[src/rtl/prng_arbiter_if.sv]
// prng_arbiter_if: requester and PRNG handshake bundle for prng_arbiter
interface prng_arbiter_if #(
  parameter int NUM_REQ     = 4,
  parameter int OUTPUT_SIZE = 4
);
  logic [NUM_REQ-1:0]             req;
  logic [NUM_REQ*OUTPUT_SIZE-1:0] req_exclude;
  logic [NUM_REQ-1:0]             rsp_valid;
  logic [OUTPUT_SIZE-1:0]         rsp_data;
  logic                           rsp_error;
  logic                           busy;
  logic                           prng_next;
  logic [OUTPUT_SIZE-1:0]         prng_exclude;
  logic                           prng_valid;
  logic [OUTPUT_SIZE-1:0]         prng_data;
  modport slave (
    input  req, req_exclude, prng_valid, prng_data,
    output rsp_valid, rsp_data, rsp_error, busy, prng_next, prng_exclude
  );
  modport master (
    output req, req_exclude, prng_valid, prng_data,
    input  rsp_valid, rsp_data, rsp_error, busy, prng_next, prng_exclude
  );
endinterface

[src/rtl/prng_arbiter.sv]
// prng_arbiter: round-robin sharing of one PRNG among NUM_REQ requesters with timeout.
// Optional PRNG_ARB_STATS_EN adds saturating grant_count/timeout_count outputs.
module prng_arbiter #(
  parameter int NUM_REQ        = 4,
  parameter int OUTPUT_SIZE    = 4,
  parameter int TIMEOUT_CYCLES = 64
) (
  input  logic                clk,
  input  logic                reset,
  prng_arbiter_if.slave       bus
`ifdef PRNG_ARB_STATS_EN
  ,
  output logic [15:0]         grant_count,
  output logic [7:0]          timeout_count
`endif
);
  localparam int IW = $clog2(NUM_REQ);
  localparam int CW = $clog2(TIMEOUT_CYCLES);
  localparam logic [CW-1:0] LAST = CW'(TIMEOUT_CYCLES - 1);
  typedef enum logic [1:0] {IDLE, ISSUE, WAIT, RESP} state_t;
  state_t                 state;
  logic [IW-1:0]          ptr, gnt, pick;
  logic [OUTPUT_SIZE-1:0] pick_excl;
  logic [CW-1:0]          cnt;
  // Lowest set index at or above ptr wins; otherwise lowest index below ptr (wrap).
  always_comb begin
    pick = ptr;
    pick_excl = '0;
    for (int i = NUM_REQ - 1; i >= 0; i--)
      if (bus.req[i] && IW'(i) < ptr) begin
        pick = IW'(i);
        pick_excl = bus.req_exclude[i*OUTPUT_SIZE +: OUTPUT_SIZE];
      end
    for (int i = NUM_REQ - 1; i >= 0; i--)
      if (bus.req[i] && IW'(i) >= ptr) begin
        pick = IW'(i);
        pick_excl = bus.req_exclude[i*OUTPUT_SIZE +: OUTPUT_SIZE];
      end
  end
  always_ff @(posedge clk) begin
    if (reset) begin
      state            <= IDLE;
      ptr              <= '0;
      gnt              <= '0;
      cnt              <= '0;
      bus.rsp_valid    <= '0;
      bus.rsp_data     <= '0;
      bus.rsp_error    <= 1'b0;
      bus.busy         <= 1'b0;
      bus.prng_next    <= 1'b0;
      bus.prng_exclude <= '0;
    end else begin
      case (state)
        IDLE: if (|bus.req) begin
          gnt              <= pick;
          bus.prng_exclude <= pick_excl;
          bus.prng_next    <= 1'b1;
          bus.busy         <= 1'b1;
          state            <= ISSUE;
        end
        ISSUE: begin
          bus.prng_next <= 1'b0;
          cnt           <= '0;
          state         <= WAIT;
        end
        WAIT: if (bus.prng_valid || cnt == LAST) begin
          bus.rsp_data  <= bus.prng_valid ? bus.prng_data : '0;
          bus.rsp_error <= !bus.prng_valid;
          bus.rsp_valid <= NUM_REQ'(1) << gnt;
          state         <= RESP;
        end else begin
          cnt <= cnt + 1'b1;
        end
        RESP: begin
          bus.rsp_valid <= '0;
          bus.rsp_data  <= '0;
          bus.rsp_error <= 1'b0;
          bus.busy      <= 1'b0;
          ptr           <= (gnt == IW'(NUM_REQ - 1)) ? '0 : gnt + 1'b1;
          state         <= IDLE;
        end
        default: state <= IDLE;
      endcase
    end
  end
`ifdef PRNG_ARB_STATS_EN
  always_ff @(posedge clk) begin
    if (reset) begin
      grant_count   <= '0;
      timeout_count <= '0;
    end else if (state == RESP) begin
      if (!bus.rsp_error && grant_count != '1) grant_count <= grant_count + 1'b1;
      if (bus.rsp_error && timeout_count != '1) timeout_count <= timeout_count + 1'b1;
    end
  end
`endif
endmodule

[src/flat_wrapper.sv]
// flat-port wrapper written by rule: the top's interface ports become plain ports
module prng_arbiter_flat 
#(
  parameter int NUM_REQ        = 4,
  parameter int OUTPUT_SIZE    = 4,
  parameter int TIMEOUT_CYCLES = 64
)
  (clk, reset, bus_req, bus_req_exclude, bus_prng_valid, bus_prng_data, bus_rsp_valid, bus_rsp_data, bus_rsp_error, bus_busy, bus_prng_next, bus_prng_exclude);
  prng_arbiter_if #(.NUM_REQ(NUM_REQ), .OUTPUT_SIZE(OUTPUT_SIZE)) bus_i ();
  input  logic clk;
  input  logic reset;
  input wire logic [$bits(bus_i.req)-1:0] bus_req;
  input wire logic [$bits(bus_i.req_exclude)-1:0] bus_req_exclude;
  input wire logic [$bits(bus_i.prng_valid)-1:0] bus_prng_valid;
  input wire logic [$bits(bus_i.prng_data)-1:0] bus_prng_data;
  output wire logic [$bits(bus_i.rsp_valid)-1:0] bus_rsp_valid;
  output wire logic [$bits(bus_i.rsp_data)-1:0] bus_rsp_data;
  output wire logic [$bits(bus_i.rsp_error)-1:0] bus_rsp_error;
  output wire logic [$bits(bus_i.busy)-1:0] bus_busy;
  output wire logic [$bits(bus_i.prng_next)-1:0] bus_prng_next;
  output wire logic [$bits(bus_i.prng_exclude)-1:0] bus_prng_exclude;
  assign bus_i.req = bus_req;
  assign bus_i.req_exclude = bus_req_exclude;
  assign bus_i.prng_valid = bus_prng_valid;
  assign bus_i.prng_data = bus_prng_data;
  assign bus_rsp_valid = bus_i.rsp_valid;
  assign bus_rsp_data = bus_i.rsp_data;
  assign bus_rsp_error = bus_i.rsp_error;
  assign bus_busy = bus_i.busy;
  assign bus_prng_next = bus_i.prng_next;
  assign bus_prng_exclude = bus_i.prng_exclude;
  prng_arbiter #(.NUM_REQ(NUM_REQ), .OUTPUT_SIZE(OUTPUT_SIZE), .TIMEOUT_CYCLES(TIMEOUT_CYCLES)) u_core (.clk(clk), .reset(reset), .bus(bus_i));
endmodule
[config.mk]
export PLATFORM = sky130hd
export DESIGN_NAME = prng_arbiter_flat
export DESIGN_NICKNAME = d
export VERILOG_FILES = /design/src/rtl/prng_arbiter_if.sv /design/src/rtl/prng_arbiter.sv /design/src/flat_wrapper.sv
export SDC_FILE = /design/constraint.sdc
export NUM_CORES = 1
export LEC_CHECK = 0
export CAP_MARGIN = 5
export CORE_MARGIN = 3
export CORE_UTILIZATION = 45
export DETAILED_ROUTE_END_ITERATION = 12
export PLACE_DENSITY = 0.73
export SYNTH_ARGS = -nofsm -noshare
export SYNTH_HDL_FRONTEND = slang
export SYNTH_SLANG_ARGS = --single-unit
[constraint.sdc]
create_clock -name clk -period 1.75 [get_ports clk]
set_input_delay 0.2625 -clock clk [delete_from_list [all_inputs] [get_ports clk]]
set_output_delay 0.2625 -clock clk [all_outputs]
set_load 0.01 [all_outputs]
== Word-level counts from Yosys, hierarchy flattened ==
Cells that the tools add are included.
Cells by class
  equality and inequality tests: 8
  $add $sub $neg: 2
  shifts and indexed selects: 1
  multiplexer cells: 32
  reductions and logical operators: 22
  $lt $le $gt $ge: 8
Operator list (number)
  4-bit two-way mux: 11
  2-bit two-way mux: 11
  4-bit one-hot mux with 2 select lines: 2
  6-bit one-hot mux with 2 select lines: 1
  2-bit AND reduction: 6
  1-bit logical AND: 8
  2-bit one-hot mux with 4 select lines: 1
  2-bit nonzero test: 4
  6-bit by 1-bit adder with 6-bit output, second input constant: 1
  2-bit equality test, second input constant: 3
  6-bit equality test, second input constant: 1
  6-bit two-way mux: 1
  1-bit one-hot mux with 2 select lines: 3
  1-bit by 2-bit greater-or-equal comparator with 1-bit output, first input constant: 2
  2-bit greater-or-equal comparator, first input constant: 2
  1-bit by 2-bit less-than comparator with 1-bit output, first input constant: 2
  2-bit less-than comparator, first input constant: 2
  2-bit by 1-bit != test with 1-bit output, second input constant: 2
  4-bit OR reduction: 1
  1-bit by 2-bit left shift with 4-bit output, first input constant: 1
  2-bit by 1-bit adder with 2-bit output, second input constant: 1
  2-bit by 1-bit equality test with 1-bit output, second input constant: 1
  2-bit logical NOT: 1
  1-bit two-way mux: 2
  other kinds (3): 3
Storage, ports and cells
  logic and storage cells: 83
  register bits: 27
  output and inout bits: 15
  input port bits: 27

== Logic depth before layout (Yosys ltp) ==
Gate-level depths: netlist (run 1).
  depth after elaboration: 10
  gate-level depth with buffers: 7
  depth with buffers taken out: 6

== Least setup slack after synthesis (run 1) ==
OpenSTA, ideal clock, no wires.
  path type: reg2reg
  start point: register u_core.cnt[0]
  end point: register u_core.bus.rsp_data[1]
  arrival time: 1.493 ns
  required time: 1.680 ns
  slack: 0.187 ns
  clock period less this slack: 1.563 ns
  stages on the path, launching flop included: 7
  buffers on the path: 1
  library setup time: 0.070 ns
  path through: dfxtp_1 -> ha_1 -> and3_1 -> a31oi_1 -> buf_2 -> o21ai_0 -> a21oi_1
Between the ends
  cells in the longest elaborated chain, start to end: 4
RTL lines
  start, declared: line prng_arbiter.sv:24  | logic [CW-1:0] cnt;
  start signal, assigned: line prng_arbiter.sv:72  | cnt <= cnt + 1'b1;
  6-bit equality test: line prng_arbiter.sv:66  | WAIT: if (bus.prng_valid || cnt == LAST) begin
  1-bit logical OR: line prng_arbiter.sv:66
  2-bit by 1-bit != test with 1-bit output (no source line)
  2-bit AND reduction (no source line)
  end signal, assigned: line prng_arbiter.sv:67  | bus.rsp_data <= bus.prng_valid ? bus.prng_data : '0;
  end, declared: line prng_arbiter_if.sv:18  | output rsp_valid, rsp_data, rsp_error, busy, prng_next, prng_exclude
Every way passes these cells.
A chain may end at the register's enable or synchronous reset.

== Worst setup path in the final report (run 1) ==
  start point: input port bus_req[0]
  end point: register u_core.bus.prng_exclude[3]
Between the ends
  cells in the longest elaborated chain, start to end: 6
  elaborated cells between the ends (all ways): 9
  those cells by class: mux: 5; reduce/logical: 4
RTL lines
  start, declared: line flat_wrapper.sv:12  | input wire logic [$bits(bus_i.req)-1:0] bus_req;
  1-bit logical AND: line prng_arbiter.sv:30  | if (bus.req[i] && IW'(i) < ptr) begin
  4-bit two-way mux: line prng_arbiter.sv:30
  4-bit two-way mux (4 in a row): line prng_arbiter.sv:35  | if (bus.req[i] && IW'(i) >= ptr) begin
  end signal, assigned: line prng_arbiter.sv:56  | bus.prng_exclude <= pick_excl;
  end, declared: line prng_arbiter_if.sv:18
Several ways; a longest one is shown, not always the timed one.

==> summary.txt, run 1 <==
Status
  – Outcome: finished, final reports clean

Global route
  – Largest net degree at the start of global routing: 17
  – Vias in the first global route: 1731
  – First-pass GRT wire length: 7570 um
  – Initial antenna violation count: 0
  – Overflow after GRT: 0
  – Total track usage: 0.205

Layout
  – Final Util: 0.656
  – Post-Layout Cell Count: 331
  – Area Growth Syn to Fin: 37.6%
  – Layout fillers: 330
  – Cell area after layout: 0.00246 sq mm
  – Leading cell type in the layout, fill and taps excluded: clkdlybuf4s50_1
  – Commonest non-fill, non-tap cells in the layout: clkdlybuf4s50_1, a21oi_1, buf_4
  – Final nets: 320
  – Layout cells sized above 1: 0.141
  – Antenna Cells: 0

Worst setup path
  – Worst Path Required: 1920 ps
  – R2R setup slack: 130 ps
  – Cells on worst reg2reg path: 6
  – R2r endpoint: u_core.cnt[2]
  – R2r startpoint: u_core.cnt[0]
  – Crit path capture: u_core.bus.prng_exclude[3]
  – Critical path arrival: 1860 ps
  – CP Max Fanout: 8
  – Critical path class: in2reg
  – CP Launch Type: primary input
  – Worst setup path startpoint: bus_req[0]
  – CP endpoint kind: register

Pwr
  – Sw Share: 0.371
  – Pwr/cell area: 942 mW/mm^2
  – Int Pwr: 0.00146 W
  – Logic gate share of total power: 0.504
  – Clk pwr share: 0.152
  – IR Drop Worst-Case VDD: 0.671 mV
  – Flop pwr share: 0.344
  – Static Leak: 0.948 nW
  – Psw: 0.000857 W

Synthesis
  – Ys flop type: dfxtp_1
  – Flops & latches, synth: 27
  – Async set or reset register ratio after synthesis: 0
  – Syn. warnings: 0
  – Post-Syn Area per Cell: 7.87 sq um
  – Syn Inst Count: 227
  – Synth Cell Area: 0.00179 sq mm
  – Netlist cell types: 50
  – Register area share after synthesis: 0.303
  – Syn nets: 263
  – Post-synth EDFFs: 0

Placement
  – Placed insts: 327
  – # port buffers: 41
  – Final Wtd Congestion: 0.862
  – Area after DPL: 0.00238 sq mm
  – HPWL after DPL: 3520 um

Clock tree
  – Post-CTS Setup Repair Bufs: 0
  – Worst skew pair latency: 270 ps
  – TritonCTS clock tree: done
  – Htree depth: 1
  – Num CTS Buffers: 3
  – CTS Sinks: 27
  – Root Driver: clkbuf_8
  – CTS clk-pin slew, worst paths: 90 ps
  – Hold Buf Count CTS: 0
  – # resized after CTS: 0
  – Clock buffer depth: 2

Worst hold path
  – Hold Crit Class: reg2reg
  – Hold-critical path depth: 2

Routing
  – Detailed-route DRC error count: 0
  – WL/cell: 13.9 um
  – Via/cell ratio: 5.72
  – Drt initial violations: 112
  – Antenna-violating nets left: 0
  – Final wirelength: 4600 um
  – DR pass1 iterations: 4
  – Vias: 1893

STA
  – Clock skew: 9.57 ps
  – Tcrit/Tclk final: 0.963
  – Worst-Margin Slew: 432 ps
  – WHS: 478 ps
  – Slew Viols, Final: 0
  – Max-slew headroom: 0.711
  – Fin. Hold Viols: 0
  – Final min period: 1690 ps
  – # setup viols final: 0
  – Max Fclk: 593 MHz

Floorplan
  – Top Ports: 42
  – Starting Density: 0.477
  – Die area: 0.00476 sq mm
  – Placeable Area: 0.00374 sq mm
  – Chip Height: 69.0 um
  – Rows: 22
  – Width of the die: 69.0 um

Flow run
  – Max Cap Viol: 0
-- layout make-up --
type | count | area (sq um) | area share
Clock buffer | 4 | 45.0 | 0.0183
Inverter | 14 | 52.6 | 0.0214
Multi-Input combinational cell | 169 | 1140 | 0.463
Sequential cell | 27 | 541 | 0.220
Tap cell | 48 | 60.1 | 0.0245
Timing Repair Buffer | 69 | 621 | 0.253
-- routing by layer --
layer  GRT usage  routed length, um  vias to the layer above
met3      0.0389                210                        2
met5           0                  0                        -
met2       0.320               2080                       45
met4      0.0487                 30                        0
li1            -                  -                      962
met1       0.289               2280                      884
-- power groups by stage --
| stage | Combinational (W) | Sequential [W] | Clock (W) |
|---|---|---|---|
| 2_1_floorplan | 0.000615 | 0.000829 | 0 |
| 3_3_place_gp | 0.00113 | 0.000808 | 0 |
| 3_5_place_dp | 0.00115 | 0.000810 | 0 |
| 4_1_cts | 0.00115 | 0.000796 | 0.000363 |
| 5_1_grt | 0.00130 | 0.000809 | 0.000384 |
| 6_report | 0.00117 | 0.000796 | 0.000351 |
-- logic make-up after synthesis --
family,after synthesis,share of synthesized area
compound gates,92,0.341
fa+ha+maj,9,0.0631
buf+inv,31,0.0764
flops,27,0.303
mux,1,0.00561
simple gates,67,0.211
-- registers in the layout (all words and copies together) (netlist names) --
register,count
u_core.bus.busy,1
u_core.bus.prng_exclude,4
u_core.bus.prng_next,1
u_core.bus.rsp_data,4
u_core.bus.rsp_error,1
u_core.bus.rsp_valid,4
u_core.cnt,6
u_core.gnt,2
u_core.ptr,2
u_core.state,2
-- through the flow --
step	setup slack, ps	total power (W)	TNS (ps)
after global placement	-192	0.00194	-1020
after CTS	49.0	0.00231	0
final	64.1	0.00231	0
after floorplan	187	0.00144	0
after global routing	-11.9	0.00249	-30.7
after detailed placement	-227	0.00196	-1440
-- worst min-delay path by stage --
stage                                from                          to
6_report       u_core.bus.prng_exclude[2]  u_core.bus.prng_exclude[2]
5_1_grt            u_core.bus.rsp_data[0]      u_core.bus.rsp_data[0]
3_3_place_gp       u_core.bus.rsp_data[3]      u_core.bus.rsp_data[3]
2_1_floorplan            bus_prng_data[0]      u_core.bus.rsp_data[0]
4_1_cts            u_core.bus.rsp_data[3]      u_core.bus.rsp_data[3]
3_5_place_dp       u_core.bus.rsp_data[3]      u_core.bus.rsp_data[3]
-- synthesized netlist by cell type, types with 5 or more instances --
| master | instances | area, sq um |
|---|---|---|
| a21oi_1 | 39 | 195 |
| buf_2 | 7 | 35.0 |
| clkbuf_1 | 6 | 22.5 |
| dfxtp_1 | 27 | 541 |
| ha_1 | 9 | 113 |
| inv_1 | 14 | 52.6 |
| nand2_1 | 14 | 52.6 |
| nand2b_1 | 5 | 31.3 |
| nand3_1 | 9 | 45.0 |
| nand4_1 | 9 | 56.3 |
| nor2_1 | 8 | 30.0 |
| o21ai_0 | 17 | 85.1 |
-- critical path, cell delays in order --
cell	delay [ps]
clkdlybuf4s50_1	680
o21a_1	290
a21oi_1	100
o221a_2	230
a211o_1	290
Power figures use the tool's default switching activity.
==> inputs of run 2 (changes only) <==
--- a/config.mk
+++ b/config.mk
@@ -9,7 +9,7 @@
 export CORE_MARGIN = 3
 export CORE_UTILIZATION = 45
 export DETAILED_ROUTE_END_ITERATION = 12
-export PLACE_DENSITY = 0.73
+export PLACE_DENSITY = 0.76
 export SYNTH_ARGS = -nofsm -noshare
 export SYNTH_HDL_FRONTEND = slang
 export SYNTH_SLANG_ARGS = --single-unit
==> constraint.sdc (replaced) <==
create_clock -name clk -period 1.45 [get_ports clk]
set_input_delay 0.2175 -clock clk [delete_from_list [all_inputs] [get_ports clk]]
set_output_delay 0.2175 -clock clk [all_outputs]
set_load 0.01 [all_outputs]
==> summary.txt, run 2 (synthesis gave the netlist of run 1 again) <==
Global route
  – First-pass GRT wire length: 8810 um
  – Overflow after GRT: 0
  – Vias in the first global route: 1926
  – Initial antenna violation count: 0
  – Total track usage: 0.243
  – Largest net degree at the start of global routing: 18

Status
  – Failing checks: negative setup slack
  – Outcome: finished with violations

Pwr
  – IR Drop Worst-Case VDD: 0.931 mV
  – Pwr/cell area: 1210 mW/mm^2
  – Total chip power: 0.00362 W
  – Static Leak: 1.24 nW

Floorplan
  – Width of the die: 69.0 um
  – Chip Height: 69.0 um
  – Die area: 0.00476 sq mm
  – Rows: 22
  – Placeable Area: 0.00374 sq mm
  – Top Ports: 42
  – Starting Density: 0.477

Worst setup path
  – CP Launch Type: register
  – Critical path arrival: 1720 ps
  – Critical path class: reg2reg
  – CP Max Fanout: 5
  – Worst Path Required: 1670 ps
  – CP endpoint kind: register

Clock tree
  – CTS clk-pin slew, worst paths: 100 ps
  – Hold Buf Count CTS: 0
  – Htree depth: 1
  – Worst skew pair latency: 280 ps
  – Clock buffer depth: 2
  – CTS Sinks: 27
  – TritonCTS clock tree: done
  – Root Driver: clkbuf_8
  – Num CTS Buffers: 3

STA
  – Max Fclk: 664 MHz
  – Unrepaired setup endpoints after global routing: true
  – Setup WS post-layout: -55.4 ps
  – Fin. Hold Viols: 0
  – Post-route setup TNS: -309 ps
  – Worst-Margin Slew: 428 ps
  – Clock skew: 8.67 ps
  – Max-slew headroom: 0.714
  – # setup viols final: 14
  – Slew Viols, Final: 0
  – WHS: 469 ps
  – Final min period: 1510 ps
  – Tcrit/Tclk final: 1.04

Routing
  – DR pass1 iterations: 4
  – Detailed-route DRC error count: 0
  – Vias: 2165
  – Via/cell ratio: 5.96
  – Final wirelength: 6320 um
  – WL/cell: 17.4 um
  – Drt initial violations: 148
  – Antenna-violating nets left: 0

Layout
  – Final nets: 352
  – Area occupied by multi-input gates: 0.00132 sq mm
  – Register area: 553 sq um
  – Antenna Cells: 0
  – Area Growth Syn to Fin: 67.7%
  – Max reg flops: 6
  – Layout cells sized above 1: 0.352
  – Most flops, register: u_core.cnt
  – Layout fillers: 246
  – Leading cell type in the layout, fill and taps excluded: buf_4
  – Commonest non-fill, non-tap cells in the layout: buf_4, clkdlybuf4s50_1, a21oi_1

Worst hold path
  – Hold Crit Class: reg2reg

Placement
  – HPWL after DPL: 3820 um
  – # port buffers: 41
  – Final Wtd Congestion: 0.852

Flow run
  – Max Cap Viol: 0
-- run 2: cell type report --
type	count	area share
Tap cell	48	0.0201
Multi-Input combinational cell	169	0.440
Clock inverter	1	0.00293
Clock buffer	3	0.0138
Inverter	14	0.0184
Timing Repair Buffer	101	0.320
Sequential cell	27	0.185
-- run 2: timing repair --
item / 4_1_cts / 5_1_grt
resized for setup: 34 / 43
setup buffers: 6 / 3
setup endpoints to repair: 25 / 28
hold endpoints to repair: 0 / 0
cloned: 1 / 1
pin swaps: 10 / 25
-- run 2: where the power goes --
| part | switching, W | total, W | internal (W) | leakage, nW |
|---|---|---|---|---|
| Combinational | 0.00108 | 0.00217 | 0.00109 | 0.989 |
| Clock | 0.000262 | 0.000464 | 0.000202 | 0.0261 |
| Sequential | 0.000101 | 0.000982 | 0.000881 | 0.223 |
| Total | 0.00144 | 0.00362 | 0.00217 | 1.24 |
-- run 2: critical path: stages (launching register included) --
cell	delay, ps
dfxtp_2	350
inv_4	70
buf_6	100
ha_4	140
nand2b_4	80
a31oi_4	210
buf_12	150
buf_12	120
o21ai_2	80
a21oi_2	140
-- run 2: routing by layer --
layer / track usage / share of wire
met1: 0.312 / 0.42
met2: 0.421 / 0.48
met3: 0.0421 / 0.071
met4: 0.0535 / 0.028
met5: 0 / 0
-- run 2: path summary, 6_finish.rpt --
check	startpoint	endpoint	slack (ps)	cells past startpoint
setup / recovery	u_core.state[0]	u_core.state[1]	-60	9
hold reg to reg	u_core.bus.rsp_data[0]	u_core.bus.rsp_data[0]	470	2
setup reg to reg	u_core.state[0]	u_core.state[1]	-60	9
hold / removal	u_core.bus.rsp_data[0]	u_core.bus.rsp_data[0]	470	2
-- run 2: metrics by stage --
stage | cells | worst slack [ps] | utilization | instance area, sq um
3_3_place_gp | 348 | -482 | 0.694 | 2600
4_1_cts | 359 | -13.5 | 0.753 | 2820
3_5_place_dp | 348 | -474 | 0.694 | 2600
6_report | 363 | -55.4 | 0.800 | 2990
2_1_floorplan | 227 | -1.66 | - | 1830
5_1_grt | 363 | -99.9 | 0.800 | 2990
